[config.mk]
export PLATFORM = sky130hd
export DESIGN_NAME = jmp_resolve_unit
export DESIGN_NICKNAME = d
export VERILOG_FILES = /design/src/rtl/jmp_resolve_unit.sv
export SDC_FILE = /design/constraint.sdc
export NUM_CORES = 1
export LEC_CHECK = 0
export ABC_CLOCK_PERIOD_IN_PS = 3200
export CAP_MARGIN = 25
export CELL_PAD_IN_SITES_DETAIL_PLACEMENT = 2
export CELL_PAD_IN_SITES_GLOBAL_PLACEMENT = 2
export CORE_ASPECT_RATIO = 0.7
export CORE_MARGIN = 2
export CORE_UTILIZATION = 27
export CTS_BUF_LIST = sky130_fd_sc_hd__clkbuf_16
export CTS_CLUSTER_SIZE = 12
export DETAILED_ROUTE_END_ITERATION = 7
export PLACE_DENSITY = 0.76
export REMOVE_ABC_BUFFERS = 1
export SYNTH_ARGS = -nofsm -noshare
export SYNTH_HDL_FRONTEND = slang
export SYNTH_SLANG_ARGS = --single-unit
[constraint.sdc]
create_clock -name i_clock -period 3.2 [get_ports i_clock]
set_input_delay 0.64 -clock i_clock [delete_from_list [all_inputs] [get_ports i_clock]]
set_output_delay 0.64 -clock i_clock [all_outputs]
set_load 0.01 [all_outputs]
[src/rtl/jmp_resolve_unit.sv]
// Branch/jump resolution between decode and fetch.
// Resolves in-flight branches, redirects fetch and stalls hazardous JALR.
module jmp_resolve_unit #(
  parameter int XLEN      = 32,
  parameter int BR_LAT    = 2,
  parameter int HAZ_DEPTH = 2,
  parameter int REG_BITS  = 6,
  parameter int PC_ADJ    = 8,
  parameter int CNT_W     = 16
) (
  input  logic                          i_clock,
  input  logic                          i_reset,
  input  logic                          i_new_jmp,
  input  logic [2:0]                    i_jmp_type,
  input  logic [REG_BITS-1:0]           i_jal_rs,
  input  logic [REG_BITS-1:0]           i_rd,
  input  logic [XLEN-1:0]               i_busJ,
  input  logic [XLEN-1:0]               i_imm,
  input  logic [XLEN-1:0]               i_pc,
  input  logic                          i_zero,
  input  logic                          i_bit_bus_C,
  output logic [XLEN-1:0]               o_new_pc,
  output logic                          o_ctrl_fetch,
  output logic                          o_reset_branch,
  output logic                          o_reset_jal,
  output logic                          o_halt,
  output logic                          o_squash,
  output logic                          o_pending,
  output logic [HAZ_DEPTH*REG_BITS-1:0] o_hazard_rd,
  output logic [CNT_W-1:0]              o_taken_cnt,
  output logic [CNT_W-1:0]              o_stall_cnt
);

  localparam int OLD = BR_LAT - 1;

  logic [BR_LAT-1:0]   r_vld;
  logic [2:0]          r_typ [BR_LAT];
  logic [XLEN-1:0]     r_tgt [BR_LAT];
  logic [REG_BITS-1:0] r_hist [HAZ_DEPTH];
  logic [CNT_W-1:0]    r_taken;
  logic [CNT_W-1:0]    r_stall;
  logic                r_rst_br;
  logic                r_rst_jal;

  logic w_cond;
  logic w_br_take;
  logic w_jal_req;
  logic w_hz_hit;
  logic w_hz;
  logic w_halt;
  logic w_jal_fire;
  logic w_load;

  // Condition of the oldest in-flight branch against the ALU flags
  always_comb begin
    w_cond = 1'b0;
    case (r_typ[OLD])
      3'b000:  w_cond = i_zero;
      3'b001:  w_cond = ~i_zero;
      3'b100,
      3'b110:  w_cond = i_bit_bus_C;
      3'b101,
      3'b111:  w_cond = ~i_bit_bus_C;
      default: w_cond = 1'b0;
    endcase
  end

  // JALR source compared with recent destinations
  always_comb begin
    w_hz_hit = 1'b0;
    for (int i = 0; i < HAZ_DEPTH; i++)
      if (r_hist[i] == i_jal_rs) w_hz_hit = 1'b1;
    w_hz = w_hz_hit & (i_jal_rs != '0);
  end

  assign w_br_take  = r_vld[OLD] & w_cond;
  assign w_jal_req  = i_new_jmp & (i_jmp_type[2:1] == 2'b01);
  assign w_halt     = w_jal_req & ~w_br_take & (o_pending | w_hz);
  assign w_jal_fire = w_jal_req & ~w_halt & ~w_br_take;
  assign w_load     = i_new_jmp & ~w_jal_req & ~w_halt & ~w_br_take;

  assign o_pending    = |r_vld;
  assign o_halt       = w_halt;
  assign o_squash     = w_br_take;
  assign o_ctrl_fetch = w_br_take | w_jal_fire;
  assign o_new_pc     = w_br_take  ? r_tgt[OLD] :
                        w_jal_fire ? i_imm + i_busJ : '0;

  assign o_reset_branch = r_rst_br;
  assign o_reset_jal    = r_rst_jal;
  assign o_taken_cnt    = r_taken;
  assign o_stall_cnt    = r_stall;

  for (genvar g = 0; g < HAZ_DEPTH; g++) begin : g_hz
    assign o_hazard_rd[g*REG_BITS +: REG_BITS] = r_hist[g];
  end

  // Branch pipe: load, advance, flush on a taken branch
  always_ff @(posedge i_clock) begin
    if (i_reset) begin
      r_vld <= '0;
      for (int i = 0; i < BR_LAT; i++) begin
        r_typ[i] <= '0;
        r_tgt[i] <= '0;
      end
    end else if (w_br_take) begin
      r_vld <= '0;
    end else begin
      r_vld[0] <= w_load;
      r_typ[0] <= i_jmp_type;
      r_tgt[0] <= i_imm + i_pc - XLEN'(PC_ADJ);
      for (int i = 1; i < BR_LAT; i++) begin
        r_vld[i] <= r_vld[i-1];
        r_typ[i] <= r_typ[i-1];
        r_tgt[i] <= r_tgt[i-1];
      end
    end
  end

  // Destination history; stalled slots insert no destination
  always_ff @(posedge i_clock) begin
    if (i_reset || w_br_take) begin
      for (int i = 0; i < HAZ_DEPTH; i++) r_hist[i] <= '0;
    end else begin
      r_hist[0] <= w_halt ? '0 : i_rd;
      for (int i = 1; i < HAZ_DEPTH; i++) r_hist[i] <= r_hist[i-1];
    end
  end

  // Flush pulses and saturating event counters
  always_ff @(posedge i_clock) begin
    if (i_reset) begin
      r_rst_br  <= 1'b0;
      r_rst_jal <= 1'b0;
      r_taken   <= '0;
      r_stall   <= '0;
    end else begin
      r_rst_br  <= w_br_take;
      r_rst_jal <= w_jal_fire;
      if (w_br_take && r_taken != '1) r_taken <= r_taken + 1'b1;
      if (w_halt && r_stall != '1) r_stall <= r_stall + 1'b1;
    end
  end

endmodule

Word level (Yosys, flattened, before mapping):

Memory sizes are Yosys's and may differ from the RTL's.
Index checks and enable logic that the tools add are counted.

* input port bits: 116
* memories: 3
* RAM bits: 82
* register bits after elaboration: 36
* logic and storage cells: 75
* output and inout bits: 82

* $add $sub $neg: 5
* reduce and logical (&&, ||, !) cells: 9
* multiplexer cells: 20
* equal/unequal tests: 10
* bitwise gates (word level): 23

Memory list
* r_tgt: words 2, width 32, read ports 2, clocked after memory_dff 0, wr ports 2, RTL line 38 `logic [XLEN-1:0] r_tgt [BR_LAT];`
* r_hist: words 2, width 6, read ports 2, clocked after memory_dff 0, wr ports 2, RTL line 39 `logic [REG_BITS-1:0] r_hist [HAZ_DEPTH];`
* r_typ: words 2, width 3, read ports 2, clocked after memory_dff 0, wr ports 2, RTL line 37 `logic [2:0] r_typ [BR_LAT];`

Operators with widths (number)
* $mux W32: 4
* $add A32 B32 Y32: 2
* $add A16 B1 Y16 const B: 2
* $ne A16 B16 Y1 const B: 2
* $sub A32 B4 Y32 const B: 1
* $mux W6: 3
* $eq A3 B3 Y1 const B: 4
* $eq A6 B6 Y1: 2
* $and A1 B1 Y1: 10
* $mux W1: 10
* $or A1 B1 Y1: 8
* $reduce_or A2 Y1: 4
* $mux W3: 2
* $reduce_bool A6 Y1: 1
* $not A1 Y1: 5
* $pmux W1 S4: 1
* $eq A3 B1 Y1 const B: 1
* $logic_not A3 Y1: 1
* $eq A2 B1 Y1 const B: 1
* $logic_and A1 B1 Y1: 2
* $logic_or A1 B1 Y1: 1

Depth between registers and ports, before layout:

* word-level depth: 12
* mapped depth: 14
* depth with buffers taken out: 13

Worst setup path after synthesis:

Ideal clock, no wire load.

* kind: input to output
* start: input port i_busJ[0]
* end: output port o_new_pc[30]
* data required time: 2.560 ns
* slack: -0.310 ns
* buffers on the path: 0
* cell stages on the path: 12
* arrival time: 2.870 ns
* cell sequence: ha_1 inv_1 fa_1 nand2b_1 a21oi_1 a211oi_1 o211a_1 nor3_1 a21oi_1 o31ai_1 xnor2_1 o21ai_0

* cells in the longest elaborated chain, start to end: 3

Ends and longest elaborated chain
* start, declared: RTL line 17 `input logic [XLEN-1:0] i_busJ,`
* $add A32 B32 Y32: RTL line 87 `w_jal_fire ? i_imm + i_busJ : '0;`
* $mux W32: RTL line 87
* $mux W32: RTL line 86 `assign o_new_pc = w_br_take ? r_tgt[OLD] :`
* end, declared: RTL line 22 `output logic [XLEN-1:0] o_new_pc,`

No other way between the ends.

Worst setup path in the final report:

* start: input port i_imm[13]
* end: output port o_new_pc[28]

* cells in the longest elaborated chain, start to end: 3

Ends and longest elaborated chain
* start, declared: RTL line 18 `input logic [XLEN-1:0] i_imm,`
* $add A32 B32 Y32: RTL line 87
* $mux W32: RTL line 87
* $mux W32: RTL line 86

No other way between the ends.

==> summary.txt <==
Status
  – Outcome: complete, but fails checks
  – Violated checks: negative setup slack

STA
  – Final Hold Vio Count: 0
  – Max Slew Vio Count: 0
  – Worst Setup Slack, final: -0.752 ns
  – Final Setup Violations: 24
  – Tmin final: 3.95 ns
  – RSZ-0062 raised after global routing: yes
  – Clk_skew: 0.0114 ns
  – Max transition margin: 69.3%
  – Fmax: 253 MHz
  – Worst-Margin Slew: 0.460 ns
  – Tcrit/Tclk final: 124%

Hold path
  – Hold wc startpoint: r_hist[0][3]
  – Worst Hold Depth: 1
  – HP Class: flip-flop to flip-flop
  – Hold Path End: r_hist[0][9]

Route
  – Via count: 9,290
  – Antenna-violating nets left: 0
  – Routed Wire Length: 41.4 mm
  – Number of remaining DRC errors: 0
  – First DRT Iteration DRCs: 369
  – Drt wl/cell: 22.0 um
  – Drt first pass iters: 5
  – Vias per inst: 4.93

Synthesis
  – Fraction of the mapped netlist area in adder cells: 13.8%
  – Synth warn: 0
  – Syn_area_per_cell: 8.62 um2
  – Share of the synthesized area in the top cell type: 23.9%
  – Yosys reg bits: 118
  – Post-Syn Instances: 1,021
  – Main combinational cell family by area after synthesis: simple AND/OR/NAND/NOR gates
  – Most used DFF post-synth: edfxtp_1
  – Post-synth EDFFs: 70
  – Compound-cell area share of the yosys netlist: 16.4%
  – Largest area contributor in the netlist: edfxtp_1
  – Register area share after synthesis: 34.8%
  – Mux contribution to synthesized area: 0.227%
  – XOR/XNOR share of the synthesized area: 9.45%
  – Distinct cells, synth: 60
  – Simple-Gate Fraction of Synth Area: 18.2%
  – Post-synthesis cell area: 8800 um2
  – Synth top area cells: edfxtp_1, ha_1, dfxtp_1
  – Asr flop ratio synth: 0%

Worst setup path
  – FF-to-FF path depth: 14
  – Critical Path End Type: output port
  – CP Max Fanout: 2
  – Critical path startpoint category: primary input
  – Data arrival, critical path: 3.31 ns
  – R2r setup slk: 0.33 ns
  – Critical path type: primary input to output port
  – Worst Path Required: 2.56 ns
  – FF-to-FF Start: r_typ[0][3]
  – Reg-to-Reg End: o_stall_cnt[15]

Placed design
  – Placed Area: 12,700 um2
  – Placed cells: 1,802
  – Final Wtd Congestion: 0.855
  – # port buffers: 197
  – Hpwl dp: 27.5 mm

Final layout
  – Most common cell after layout, fill and taps aside: buf_4
  – Post-route insts no fill: 1,883
  – Core Util, Final: 46.9%
  – Share of layout cells above drive strength 1: 37.3%
  – Final instance area: 15,100 um2
  – Commonest cells after routing, fill and taps aside: buf_4, clkdlybuf4s50_1, inv_1
  – Final #Nets: 1,653
  – Area Overhead vs Synth: 71.6%

Pwr
  – VDD IR-drop max: 0.359 mV
  – Lkg Pwr: 6.72 nW
  – Pwr dens: 414 nW/um2
  – Tot Pwr: 0.00626 W

Die
  – IO Pins: 198
  – Starting Density: 27.3%
  – Die W: 220 um
  – Total core area: 32,200 um2
  – Die Y: 155 um
  – Row count: 55
  – Die ar.: 34,100 um2

Clock tree
  – Clock Latency Late Sink: 0.43 ns
  – H-Tree Depth: 4
  – Clock Path Buffers: 2
  – Clock sink count: 118
  – Clk slew on worst S/H paths: 0.06 ns
  – Clock root buffer: clkbuf_16
  – CTS tree: yes
  – Number of CTS-inserted buffers: 17

Run
  – Total of max-cap violations: 0

Global routing
  – First-pass GRT wire length: 60.1 mm
  – Largest net degree at the start of global routing: 71
  – Total gr overflow: 0
  – GR Util All Layers: 23.1%
  – Initial antenna violation count: 1
  – Vias in the first global route: 10,408
[critical path, cell delays in order]
cell,delay (ns)
clkdlybuf4s15_2,0.21
ha_4,0.24
a21o_1,0.20
a21o_1,0.22
a2111oi_4,0.38
nor3_2,0.13
o31ai_4,0.21
buf_6,0.14
nand4b_1,0.16
a31oi_2,0.28
xor2_1,0.12
o21ai_2,0.22
buf_6,0.14
[cell usage after synthesis (2+ instances only)]
| cell type | n |
|---|---|
| a2111oi_0 | 2 |
| a211oi_1 | 5 |
| a21boi_0 | 2 |
| a21o_1 | 35 |
| a21oi_1 | 60 |
| a221oi_1 | 2 |
| a22o_1 | 8 |
| a31o_2 | 2 |
| a31oi_1 | 8 |
| a32o_1 | 2 |
| a41oi_1 | 2 |
| and2_1 | 49 |
| and3_1 | 15 |
| and4_1 | 4 |
| and4_4 | 3 |
| clkbuf_1 | 35 |
| dfxtp_1 | 48 |
| edfxtp_1 | 70 |
| fa_1 | 2 |
| ha_1 | 94 |
| inv_1 | 129 |
| mux2i_1 | 2 |
| nand2_1 | 75 |
| nand2b_1 | 10 |
| nand3_1 | 30 |
| nand4_1 | 11 |
| nand4b_1 | 2 |
| nor2_1 | 82 |
| nor2b_1 | 6 |
| nor3_1 | 14 |
| nor3b_1 | 4 |
| nor4_1 | 3 |
| o211ai_1 | 7 |
| o21a_1 | 5 |
| o21ai_0 | 59 |
| o21ai_1 | 2 |
| o21bai_1 | 7 |
| o31ai_1 | 5 |
| or2_2 | 4 |
| or3_1 | 3 |
| xnor2_1 | 46 |
| xor2_1 | 49 |
[worst max path at each step]
stage,to,from,slack (ns),cells past startpoint
finish,o_new_pc[28],i_imm[13],-0.75,13
CTS,o_new_pc[26],i_imm[0],-0.70,17
global route,o_new_pc[28],i_imm[13],-0.82,13
floorplan,r_tgt[0][30],i_zero,-0.38,7
global placement,o_new_pc[30],i_imm[0],-1.96,15
detailed placement,o_new_pc[30],i_imm[0],-2.07,15
[report_power, final]
| group | switching (W) | internal (W) |
|---|---|---|
| registers | 0.0000594 | 0.00178 |
| logic | 0.00123 | 0.00121 |
| clock network | 0.000874 | 0.00110 |
[sequential cells by signal, indices dropped and copies added (netlist names)]
name / flops
r_hist: 12
r_tgt: 64
o_taken_cnt: 16
r_vld: 2
r_typ: 6
o_reset_branch: 1
o_reset_jal: 1
o_stall_cnt: 16
[cell type report]
class,instances,area (um2)
fill,3413,17100
clock inverter,15,158
multi-input combinational,738,6630
inverter,129,492
antenna,2,5.00
tap,427,534
timing repair buffer,437,3800
sequential,118,3060
clock buffer,17,425
[stage by stage]
stage,setup TNS (ns),hold WS (ns),worst slack [ns]
6_report,-9.39,0.511,-0.752
5_1_grt,-11.89,0.524,-0.822
4_1_cts,-8.65,0.474,-0.697
3_5_place_dp,-63.96,0.446,-2.07
3_3_place_gp,-58.97,0.432,-1.96
2_1_floorplan,-20.74,0.421,-0.384
[per-layer routing]
metal  track usage, %  wire [um]  part of all wire, %
met1             28.5      17900                   43
met2             41.0      20900                   51
met3             3.75       1610                  3.9
met4             7.22        975                  2.4
met5                0          0                    0
[logic make-up (layout without fill, tap and decap cells)]
kind of cell             Yosys count  after routing
AO/OA/AOI/OAI                    224            224
XOR/XNOR                          95             95
adder cells (fa/ha/maj)           96             96
buffers and inverters            165            598
flip-flops                       118            118
multiplexers                       2              2
other                              0              2
AND/OR/NAND/NOR                  321            321
[what timing repair did]
action | 4_1_cts | 5_1_grt
setup buffers | 35 | 27
pin swaps | 100 | 96
hold endpoints to repair | 0 | 0
hold buffers | 0 | 0
endpoints found under the setup margin | 56 | 49
gates resized for setup | 443 | 163
cloned | 0 | 1
(Power assumes the default switching activity.)
